--- config.mk ---
export PLATFORM = sky130hd
export DESIGN_NAME = uart_tx_buffered
export DESIGN_NICKNAME = d
export VERILOG_FILES = /design/src/rtl/uart_tx_buffered.sv
export SDC_FILE = /design/constraint.sdc
export NUM_CORES = 1
export LEC_CHECK = 0
export CAP_MARGIN = 5
export CORE_UTILIZATION = 31
export CTS_BUF_LIST = sky130_fd_sc_hd__clkbuf_8
export CTS_CLUSTER_SIZE = 25
export DETAILED_ROUTE_END_ITERATION = 6
export GPL_TIMING_DRIVEN = 0
export PLACE_DENSITY = 0.45
export SLEW_MARGIN = 20
export SYNTH_ARGS = -nofsm -noshare
export SYNTH_HDL_FRONTEND = slang
export SYNTH_SLANG_ARGS = --single-unit
--- constraint.sdc ---
create_clock -name clk -period 3.3 [get_ports clk]
set_input_delay 0.33 -clock clk [delete_from_list [all_inputs] [get_ports clk]]
set_output_delay 0.33 -clock clk [all_outputs]
set_load 0.03 [all_outputs]
--- src/rtl/uart_tx_buffered.sv ---
// ============================================================================
// Module  : uart_tx_buffered
// Brief   : FIFO-buffered UART transmitter (8N1, or 8E1 when UART_TX_PARITY_EN
//           is defined) with sticky overflow flag and global enable.
// Revision: 1.0 - initial release
// ============================================================================
`default_nettype none

module uart_tx_buffered #(
    parameter int DATA_WIDTH   = 8,
    parameter int FIFO_DEPTH   = 16,
    parameter int CLKS_PER_BIT = 868
) (
    input  logic                              clk,
    input  logic                              reset,
    input  logic                              ena,
    input  logic [DATA_WIDTH-1:0]             in_data,
    input  logic                              in_valid,
    output logic                              in_ready,
    output logic                              tx,
    output logic                              busy,
    output logic [$clog2(FIFO_DEPTH+1)-1:0]   fifo_count,
    output logic                              overflow
);

    localparam int PTR_W  = (FIFO_DEPTH > 1) ? $clog2(FIFO_DEPTH) : 1;
    localparam int CNT_W  = $clog2(FIFO_DEPTH + 1);
    localparam int BAUD_W = $clog2(CLKS_PER_BIT);
    localparam int IDX_W  = $clog2(DATA_WIDTH);

    localparam logic [BAUD_W-1:0] BAUD_RELOAD = BAUD_W'(CLKS_PER_BIT - 1);
    localparam logic [IDX_W-1:0]  IDX_LAST    = IDX_W'(DATA_WIDTH - 1);
    localparam logic [CNT_W-1:0]  DEPTH_C     = CNT_W'(FIFO_DEPTH);

    typedef enum logic [2:0] {
        S_IDLE,
        S_START,
        S_DATA,
`ifdef UART_TX_PARITY_EN
        S_PARITY,
`endif
        S_STOP
    } state_t;

    state_t                r_state;
    logic [DATA_WIDTH-1:0] r_mem [FIFO_DEPTH];
    logic [PTR_W-1:0]      r_wr_ptr;
    logic [PTR_W-1:0]      r_rd_ptr;
    logic [BAUD_W-1:0]     r_baud_cnt;
    logic [IDX_W-1:0]      r_bit_idx;
    logic [DATA_WIDTH-1:0] r_shift;
`ifdef UART_TX_PARITY_EN
    logic                  r_parity;
`endif

    logic                  w_bit_end;
    logic                  w_not_empty;
    logic                  w_push;
    logic                  w_pop;
    logic [CNT_W-1:0]      w_count_next;
    logic [DATA_WIDTH-1:0] w_head;

    assign w_bit_end   = (r_baud_cnt == '0);
    assign w_not_empty = (fifo_count != '0);
    // Fullness uses the registered count, so a same-cycle pop never frees room.
    assign w_push      = ena && in_valid && (fifo_count != DEPTH_C);
    assign w_pop       = ena && w_not_empty &&
                         ((r_state == S_IDLE) || ((r_state == S_STOP) && w_bit_end));
    assign w_head      = r_mem[r_rd_ptr];

    always_comb begin
        w_count_next = fifo_count;
        if (w_push && !w_pop) begin
            w_count_next = fifo_count + CNT_W'(1);
        end else if (w_pop && !w_push) begin
            w_count_next = fifo_count - CNT_W'(1);
        end
    end

    always_ff @(posedge clk) begin
        if (w_push) begin
            r_mem[r_wr_ptr] <= in_data;
        end
    end

    always_ff @(posedge clk or posedge reset) begin
        if (reset) begin
            r_wr_ptr   <= '0;
            r_rd_ptr   <= '0;
            fifo_count <= '0;
            in_ready   <= 1'b1;
            overflow   <= 1'b0;
        end else if (ena) begin
            if (w_push) begin
                r_wr_ptr <= r_wr_ptr + PTR_W'(1);
            end
            if (w_pop) begin
                r_rd_ptr <= r_rd_ptr + PTR_W'(1);
            end
            fifo_count <= w_count_next;
            in_ready   <= (w_count_next != DEPTH_C);
            if (in_valid && !w_push) begin
                overflow <= 1'b1;
            end
        end
    end

    always_ff @(posedge clk or posedge reset) begin
        if (reset) begin
            r_state    <= S_IDLE;
            tx         <= 1'b1;
            busy       <= 1'b0;
            r_baud_cnt <= '0;
            r_bit_idx  <= '0;
            r_shift    <= '0;
`ifdef UART_TX_PARITY_EN
            r_parity   <= 1'b0;
`endif
        end else if (ena) begin
            // A pop only happens from IDLE or at the end of STOP, so both
            // share one frame-launch path with no idle gap between frames.
            if (w_pop) begin
                r_shift    <= w_head;
`ifdef UART_TX_PARITY_EN
                r_parity   <= ^w_head;
`endif
                tx         <= 1'b0;
                busy       <= 1'b1;
                r_baud_cnt <= BAUD_RELOAD;
                r_state    <= S_START;
            end else begin
                case (r_state)
                    S_IDLE: begin
                        tx   <= 1'b1;
                        busy <= 1'b0;
                    end
                    S_START: begin
                        if (w_bit_end) begin
                            r_baud_cnt <= BAUD_RELOAD;
                            r_bit_idx  <= '0;
                            tx         <= r_shift[0];
                            r_state    <= S_DATA;
                        end else begin
                            r_baud_cnt <= r_baud_cnt - BAUD_W'(1);
                        end
                    end
                    S_DATA: begin
                        if (w_bit_end) begin
                            r_baud_cnt <= BAUD_RELOAD;
                            if (r_bit_idx == IDX_LAST) begin
`ifdef UART_TX_PARITY_EN
                                tx      <= r_parity;
                                r_state <= S_PARITY;
`else
                                tx      <= 1'b1;
                                r_state <= S_STOP;
`endif
                            end else begin
                                r_bit_idx <= r_bit_idx + IDX_W'(1);
                                r_shift   <= r_shift >> 1;
                                tx        <= r_shift[1];
                            end
                        end else begin
                            r_baud_cnt <= r_baud_cnt - BAUD_W'(1);
                        end
                    end
`ifdef UART_TX_PARITY_EN
                    S_PARITY: begin
                        if (w_bit_end) begin
                            r_baud_cnt <= BAUD_RELOAD;
                            tx         <= 1'b1;
                            r_state    <= S_STOP;
                        end else begin
                            r_baud_cnt <= r_baud_cnt - BAUD_W'(1);
                        end
                    end
`endif
                    S_STOP: begin
                        if (w_bit_end) begin
                            tx      <= 1'b1;
                            busy    <= 1'b0;
                            r_state <= S_IDLE;
                        end else begin
                            r_baud_cnt <= r_baud_cnt - BAUD_W'(1);
                        end
                    end
                    default: begin
                        tx      <= 1'b1;
                        busy    <= 1'b0;
                        r_state <= S_IDLE;
                    end
                endcase
            end
        end
    end

endmodule

`default_nettype wire
Yosys cells after proc, flatten, opt, wreduce, memory -nomap -nowiden:

Memory sizes are Yosys's and may differ from the RTL's.
Index checks and enable logic that the tools add are counted.

* add/sub/neg operators: 6
* equality and inequality tests: 17
* mux-type cells: 30
* bitwise logic cells: 1
* reductions and logical operators: 28

Operator list (count)
* 2-to-1 mux 8 bit: 4
* 2-to-1 mux 10 bit: 3
* 2-to-1 mux 3 bit: 7
* case mux 10 bit (2 select lines): 1
* != test 3 bit (second input constant): 5
* case mux 3 bit (4 select lines): 1
* AND reduction 6 bit: 2
* zero test 10 bit: 1
* 2-to-1 mux 5 bit: 2
* != test 2 bit (second input constant): 5
* != test 5 bit (second input constant): 2
* subtractor 10 x 1 -> 10 bit (second input constant): 1
* 2-to-1 mux 1 bit: 9
* adder 4 x 1 -> 4 bit (second input constant): 2
* logical AND 1 bit: 8
* AND reduction 4 bit: 2
* == test 3 x 2 -> 1 bit (second input constant): 2
* case mux 3 bit (2 select lines): 1
* AND reduction 2 bit: 3
* AND reduction 3 bit: 2
* nonzero test 2 bit: 3
* adder 5 x 1 -> 5 bit (second input constant): 1
* nonzero test 5 bit: 1
* subtractor 5 x 1 -> 5 bit (second input constant): 1
* 12 further kinds: 13

* register bits: 41
* RAM bits: 128
* output and inout port bits: 9
* memories: 1

Memory list
* r_mem: depth 16, width 8, read ports 1, clocked after Yosys merged registers in 0, write ports 1, RTL line 46 `logic [DATA_WIDTH-1:0] r_mem [FIFO_DEPTH];`

Depth between registers and ports, before layout:

Gate-level depths: netlist of the first run.

* depth in word-level cells: 8
* depth in mapped cells: 9
* mapped depth without buffers: 8

Least setup slack after synthesis of the first run:

OpenSTA, ideal clock, no wires.

* path kind: register -> register
* from: register fifo_count[0]
* to: memory r_mem[3][0], enable pin
* library setup time: 0.383 ns
* arrival time: 2.297 ns
* required time: 2.917 ns
* setup slack: 0.620 ns
* stages on the path, launching flop included: 7
* path buffers: 1
* cells stage by stage: dfrtp_1 > inv_1 > ha_1 > a31oi_1 > clkbuf_1 > nand2_1 > nor3_1

* word-level cells in the longest chain between the ends: 4

RTL lines
* start: declaration: RTL line 22 `output logic [$clog2(FIFO_DEPTH+1)-1:0] fifo_count,`
* start signal: assignment: RTL line 100 `fifo_count <= w_count_next;`
* != test 5 bit: RTL line 66 `assign w_push = ena && in_valid && (fifo_count != DEPTH_C);`
* logical AND 1 bit: RTL line 66
* 2-to-1 mux 1 bit: RTL line 81 `if (w_push) begin`
* 2-to-1 mux 1 bit (not written as such): RTL line 82 `r_mem[r_wr_ptr] <= in_data;`
* end: declaration: RTL line 46

No other way between the ends.

Worst setup path after layout of the first run:

* from: register fifo_count[0]
* to: memory r_mem[15][5], enable pin

Same word-level chain as after synthesis.

==> results of run 1 <==
[per-layer routing]
layer	part of all wire [%]	routed length, um	up-vias
met1	44	6850	2080
met2	52	8070	65
met3	2.7	423	14
met5	0	0	-
met4	1.0	160	0
li1	-	-	1849
[registers in the layout, summed over array words and instances, names as in the netlist]
register and cells:
r_mem 128, r_baud_cnt 10, r_shift 8, fifo_count 5
r_rd_ptr 4, r_wr_ptr 4, r_bit_idx 3, r_state 2
busy 1, in_ready 1, overflow 1, tx 1
[power by group]
group	leakage (nW)	total, mW	internal [mW]	switching, mW
logic	1.00	2.32	1.04	1.28
clock network	0.216	1.55	0.659	0.892
registers	1.61	2.80	2.58	0.220
total	2.83	6.67	4.28	2.39
[worst max-delay path, cell delays in order (launching register included)]
cell                       delay (ns)
sky130_fd_sc_hd__dfrtp_1         0.45
sky130_fd_sc_hd__inv_1           0.13
sky130_fd_sc_hd__ha_1            0.27
sky130_fd_sc_hd__a31oi_1         0.31
sky130_fd_sc_hd__clkbuf_1        0.43
sky130_fd_sc_hd__nand2_1         0.27
sky130_fd_sc_hd__nor2_1          0.81
[logic make-up (layout without fill, tap and decap cells)]
family	after synthesis	count (layout)
AO/OA/AOI/OAI	59	59
XOR/XNOR	11	11
AND/OR/NAND/NOR	119	119
adder cells (fa/ha/maj)	15	15
multiplexers	45	45
flip-flops	168	168
buffers and inverters	37	94
[cells in the final DEF (no fill, tap or decap), drive strengths merged, types with 15 or more instances in the layout]
cell type and count:
nor2 36, dfrtp 38, edfxtp 128, mux4 40, clkdlybuf4s50 20, ha 15, nand2 42, inv 28
buf 18, clkbuf 22
[metrics by stage]
stage / area [um2] / worst slack [ns] / power, mW / instances
2_1_floorplan: 7240 / 0.620 / 4.49 / 454
3_3_place_gp: 7840 / -0.329 / 5.14 / 787
3_5_place_dp: 7910 / 0.00767 / 5.21 / 792
4_1_cts: 8340 / 0.165 / 6.76 / 824
5_1_grt: 8340 / -0.0126 / 7.08 / 824
6_report: 8340 / 0.246 / 6.67 / 824
[worst max-delay path by stage]
stage	from	endpoint	slack (ns)
global route	fifo_count[0]$_DFFE_PP0P_	r_mem[15][5]$_DFFE_PP_	-0.01
detailed placement	ena	r_mem[8][2]$_DFFE_PP_	0.008
finish	fifo_count[0]$_DFFE_PP0P_	r_mem[15][5]$_DFFE_PP_	0.25
global placement	ena	r_mem[3][2]$_DFFE_PP_	-0.33
CTS	fifo_count[0]$_DFFE_PP0P_	r_mem[8][5]$_DFFE_PP_	0.17
floorplan	fifo_count[0]$_DFFE_PP0P_	r_mem[3][0]$_DFFE_PP_	0.62
[layout make-up]
class	count	area, um2
fill	2164	14400
sequential	168	4850
multi-input combinational	249	2260
tap	313	392
timing repair buffer	25	250
clock buffer	17	234
clock inverter	15	195
buffer	18	90.1
inverter	19	71.3
[repair_timing]
item / CTS / global route
hold buffers: 0 / 0
endpoints found under the setup margin: 0 / 7
hold endpoints to repair: 0 / 0
==> results.md, run 1 <==
* Power per Cell Area at 800 mW/mm2
* Post-synth net total at 481
* YS warnings at 0
* Global-route total usage across every layer at 13.9%
* Fraction of synthesis flops using an asynchronous set or reset pin at 23.8%
* Final number of setup-violating endpoints at 0
* Routing usage on met3 at 3.26%
* Fmax achieved at 327 MHz
* Final Util at 36.6%
* Path type of the worst setup path: register to register
* Post-synthesis cell type count at 50
* Crit share post-route at 92.5%
* Register bit total from synthesis at 168
* Required time reported for the critical path endpoint at 3.39 ns
* Quantity of gates resized following cts at 0
* Xor and xnor fraction of the mapped netlist area at 1.33%
* Worst-path maximum fanout at 10
* Count of final hold-check violations at 0
* Antenna cells at 0
* Primary FF master, synth: sky130_fd_sc_hd__edfxtp_1
* Area share of the leading cell type in the synthesized netlist at 53.1%
* Buffer cell driving the clock tree root: sky130_fd_sc_hd__clkbuf_8
* Status: finished clean
* Max-cap check violation count at 0
* Number of global-route vias before repair at 4,164
* Number of flops mapped to enable cells by yosys at 128
* Adder-cell share of the synthesized area at 2.59%
* Clock buffers created by TritonCTS at 17
* Share of final-layout standard cells stronger than drive strength 1 at 21.3%
* Most utilized layer in the global route result: met2
* Post-synthesis instance area at 0.00724 mm2
* Post-detailed-route wirelength per cell at 18.8 um
* Register-to-Register Setup Slack at 0.25 ns
* Simple-gate portion of the synthesized area at 8.26%
* Worst Path Arrival at 3.14 ns
* Number of post-CTS setup repair buffers at 0
* Pin count of the biggest net entering global routing at 31
* Total Wirelength at 15,500 um
* Die height at 155 um
* Layout area overhead at 15.1%
* DPL Wire Length at 10,700 um
* Area of the core at 0.0228 mm2
* Launching point of the worst reg2reg path: fifo_count[0]$_DFFE_PP0P_
* Type of origin of the critical path: register
* Hold slack at 0.106 ns
* RSZ-0062 raised after global routing: yes
* Initial Util at 31.8%
* Worst clock skew at 0.0192 ns
* Num rows at 55
* I/O pin count at 21
* Sinks on the clock net at 168
* Clock H-tree levels at 4
* Maximum vdd drop at 332 uV
* Tightest slew margin relative to the limit at 29.1%
* Post-synthesis sequential area ratio at 66.9%
* Via density at 4.86
* Type of element capturing the critical path: register
* Final RePlAce weighted congestion at 0.745
* Combinational family with the most area after synthesis: multiplexers
* Global route overflow at 0
* TritonCTS clock tree: done
* Global Route met1 Usage at 17.6%
* Synth area leader: sky130_fd_sc_hd__edfxtp_1
* Worst-margin pin slew at 1.06 ns
* Length of the first detailed-routing pass in iterations at 4
* Clock latency on the worst-skew pair at 0.47 ns
* Setup total negative slack at 0 ns
* Drt drc at 0
* Number of instances in the synthesized netlist at 454
* Clock transition at the registers of the reported paths at 0.11 ns
* X dimension of the die at 155 um
* Top cells by area in the synthesized netlist: sky130_fd_sc_hd__edfxtp_1 (53%), sky130_fd_sc_hd__dfrtp_1 (13%), sky130_fd_sc_hd__mux4_2 (12%)
* Number of routed nets with antenna violations at 0
* Initial antenna violation count at 0
* Post-layout min period at 3.05 ns
* Count of cells along the worst register-to-register path at 6
* Post-synthesis area per instance at 16.0 um2
* Number of input and output port buffers inserted at 20
* NumNets Final at 525
* Top post-synthesis cells by count: sky130_fd_sc_hd__edfxtp_1 (128), sky130_fd_sc_hd__nand2_1 (41), sky130_fd_sc_hd__mux4_2 (40)
* Post-synthesis mux area share at 13.2%
* Met2 capacity usage during global routing at 24.0%
* Wire length of the first global-routing pass at 24,300 um
* Static Leakage at 2.83 nW
* Worst-case clock buffer depth at 2
* Die Area at 0.0240 mm2
* Worst reg2reg endpoint: r_mem[15][5]$_DFFE_PP_
* Hold Path Class: input pin to asynchronous set/reset pin
* Vias after detailed routing at 4,008
* Post-synthesis compound-gate area fraction at 5.53%
* Final slew viol count at 0
* Drt initial violations at 291
* Most common cell in the netlist: sky130_fd_sc_hd__edfxtp_1
Note: power is estimated with default switching activity, not from simulation.
==> inputs of run 2 (changes only) <==
--- a/config.mk
+++ b/config.mk
@@ -8,6 +8,7 @@
 export CAP_MARGIN = 5
 export CORE_UTILIZATION = 31
 export CTS_BUF_LIST = sky130_fd_sc_hd__clkbuf_8
+export CTS_CLUSTER_DIAMETER = 80
 export CTS_CLUSTER_SIZE = 25
 export DETAILED_ROUTE_END_ITERATION = 6
 export GPL_TIMING_DRIVEN = 0
==> results of run 2 <==
Final layout, timing and power as in run 1 (identical DEF).
==> inputs of run 3 (changes only) <==
--- a/config.mk
+++ b/config.mk
@@ -8,10 +8,11 @@
 export CAP_MARGIN = 5
 export CORE_UTILIZATION = 31
 export CTS_BUF_LIST = sky130_fd_sc_hd__clkbuf_8
-export CTS_CLUSTER_DIAMETER = 80
+export CTS_CLUSTER_DIAMETER = 120
 export CTS_CLUSTER_SIZE = 25
 export DETAILED_ROUTE_END_ITERATION = 6
 export GPL_TIMING_DRIVEN = 0
+export HOLD_SLACK_MARGIN = 0.1
 export PLACE_DENSITY = 0.45
 export SLEW_MARGIN = 20
 export SYNTH_ARGS = -nofsm -noshare
==> results.md, run 3 (synthesis gave the netlist of run 1 again) <==
* Antenna cells at 0 (unchanged)
* Static Leakage at 2.83 nW (+0.15%)
* Drt initial violations at 261 (-10%)
* Required time reported for the critical path endpoint at 3.39 ns (about the same)
* Worst-path maximum fanout at 10 (unchanged)
* NumNets Final at 526 (+0.19%)
* Final number of setup-violating endpoints at 0 (unchanged)
* Global route overflow at 0 (unchanged)
* Die Area at 0.0240 mm2 (unchanged)
* Commonest non-fill, non-tap cell in the layout: sky130_fd_sc_hd__edfxtp_1
* Tightest slew margin relative to the limit at 30.1% (+0.99 points)
* Power per Cell Area at 799 mW/mm2 (-0.14%)
* Register-to-Register Setup Slack at 0.26 ns (+0.02 ns)
* Status: finished clean
* Worst-case clock buffer depth at 2 (unchanged)
* Type of origin of the critical path: register
* Worst reg2reg endpoint: r_mem[15][5]$_DFFE_PP_
* Dpl ws at 0.00767 ns (unchanged)
* Clock H-tree levels at 4 (unchanged)
* Final slew viol count at 0 (unchanged)
* Worst-margin pin slew at 1.04 ns (-0.0148 ns)
* Biggest regs: r_mem x128, r_baud_cnt x10, r_shift x8
* Highest-count cells in the layout ignoring fill and taps: sky130_fd_sc_hd__edfxtp_1 (128), sky130_fd_sc_hd__nand2_1 (41), sky130_fd_sc_hd__mux4_2 (40)
* Clock latency on the worst-skew pair at 0.47 ns (about the same)
* Reg area at 0.00485 mm2 (unchanged)
* Path type of the worst setup path: register to register
* Final RePlAce weighted congestion at 0.745 (unchanged)
* DPL Wire Length at 10,700 um (unchanged)
* TritonCTS clock tree: done
* Worst Path Arrival at 3.12 ns (-0.02 ns)
* Worst clock skew at 0.0178 ns (-0.00139 ns)
* Number of routed nets with antenna violations at 0 (unchanged)
* Count of final hold-check violations at 0 (unchanged)
* Share of final-layout standard cells stronger than drive strength 1 at 21.3% (-0.042 points)
* Maximum vdd drop at 331 uV (-0.30%)
* RSZ-0062 raised after global routing: yes
* Layout area overhead at 15.2%
* Terminating pin of the worst hold path: overflow$_DFFE_PP0P_
* Hold slack at 0.486 ns (+0.380 ns)
* Setup total negative slack at 0 ns (unchanged)
* Final worst slack at 0.264 ns (+0.0182 ns)
* Area after detailed placement at 0.00791 mm2 (unchanged)
* I/O pin count at 21 (unchanged)
* Clock buffers created by TritonCTS at 17 (unchanged)
* Wire length of the first global-routing pass at 24,300 um (about the same)
* Drt drc at 0 (unchanged)
* Finished layout cell area at 0.00835 mm2 (+0.12%)
* Hold Path Class: register to register
* Number of input and output port buffers inserted at 20 (unchanged)
* Clock transition at the registers of the reported paths at 0.11 ns (about the same)
* Max-cap check violation count at 0 (unchanged)
* Buffer cell driving the clock tree root: sky130_fd_sc_hd__clkbuf_8
* Quantity of gates resized following cts at 0 (unchanged)
* Crit share post-route at 92.0% (-0.55 points)
* Vias after detailed routing at 3,989 (-0.47%)
* Largest register FFs at 128 (unchanged)
* Pin count of the biggest net entering global routing at 31 (unchanged)
* Number of post-CTS setup repair buffers at 0 (unchanged)
* Initial antenna violation count at 0 (unchanged)
* Post-detailed-route wirelength per cell at 18.8 um (-0.19%)
* Area of the core at 0.0228 mm2 (unchanged)
* Number of global-route vias before repair at 4,163 (-0.024%)
* Length of the first detailed-routing pass in iterations at 6 (+2)
* Post-layout min period at 3.04 ns (-0.0182 ns)
* Die height at 155 um (unchanged)
* Final Util at 36.6% (+0.044 points)
* Fmax achieved at 329 MHz (+0.60%)
* Combined area of the multi-input logic cells at 0.00226 mm2 (unchanged)
* Count of cells along the worst register-to-register path at 6 (unchanged)
* Type of element capturing the critical path: register
* Via density at 4.84 (-0.59%)
* Fill cell total of the finished layout at 2,166 (+0.092%)
* X dimension of the die at 155 um (unchanged)
* Register ranked first by flip-flop count: r_mem
* Hold path start: overflow$_DFFE_PP0P_
* Sinks on the clock net at 168 (unchanged)
* Num rows at 55 (unchanged)
* Initial Util at 31.8% (unchanged)
* Launching point of the worst reg2reg path: fifo_count[0]$_DFFE_PP0P_
* Total Wirelength at 15,500 um (about the same)
* Global-route total usage across every layer at 13.9% (about the same)
* Number of cells on the worst hold path at 1
## run 3: what timing repair did
action                                  CTS  global route
endpoints found under the setup margin    0             7
hold buffers                              1             0
endpoints found under the hold margin    10             0
## run 3: worst max-delay path by stage
stage	from	endpoint	slack, ns	cells after the start
final	fifo_count[0]$_DFFE_PP0P_	r_mem[15][5]$_DFFE_PP_	0.26	6
after global routing	fifo_count[0]$_DFFE_PP0P_	r_mem[15][5]$_DFFE_PP_	-0.01	6
after CTS	fifo_count[0]$_DFFE_PP0P_	r_mem[8][5]$_DFFE_PP_	0.17	6
after detailed placement	ena	r_mem[8][2]$_DFFE_PP_	0.008	6
after global placement	ena	r_mem[3][2]$_DFFE_PP_	-0.33	6
after floorplan	fifo_count[0]$_DFFE_PP0P_	r_mem[3][0]$_DFFE_PP_	0.62	6
## run 3: routing by layer
metal | part of all wire (%) | track usage (%) | vias to the layer above
met5 | 0 | 0 | -
met2 | 52 | 24.0 | 70
met3 | 3.5 | 3.26 | 13
met1 | 43 | 17.6 | 2056
met4 | 0.95 | 3.68 | 0
li1 | - | - | 1850
## run 3: report_power, final
group | switching [mW] | internal (mW)
registers | 0.219 | 2.58
logic | 1.28 | 1.04
clock network | 0.891 | 0.659
total | 2.39 | 4.28
## run 3: critical path: stages, from the launching register on
cell	delay, ns
sky130_fd_sc_hd__dfrtp_1	0.44
sky130_fd_sc_hd__inv_1	0.13
sky130_fd_sc_hd__ha_1	0.27
sky130_fd_sc_hd__a31oi_1	0.31
sky130_fd_sc_hd__clkbuf_1	0.43
sky130_fd_sc_hd__nand2_1	0.27
sky130_fd_sc_hd__nor2_1	0.79
## run 3: stage by stage
stage	std cells	total power, mW
global placement	787	5.14
global route	825	7.08
CTS	825	6.77
finish	825	6.67
detailed placement	792	5.21
floorplan	454	4.49
## run 3: final cells by class
class	count	share of cell area, %
inverter	19	0.855
clock buffer	17	2.80
sequential	168	58.1
timing repair buffer	26	3.12
buffer	18	1.08
tap	313	4.69
multi-input combinational	249	27.0
clock inverter	15	2.34
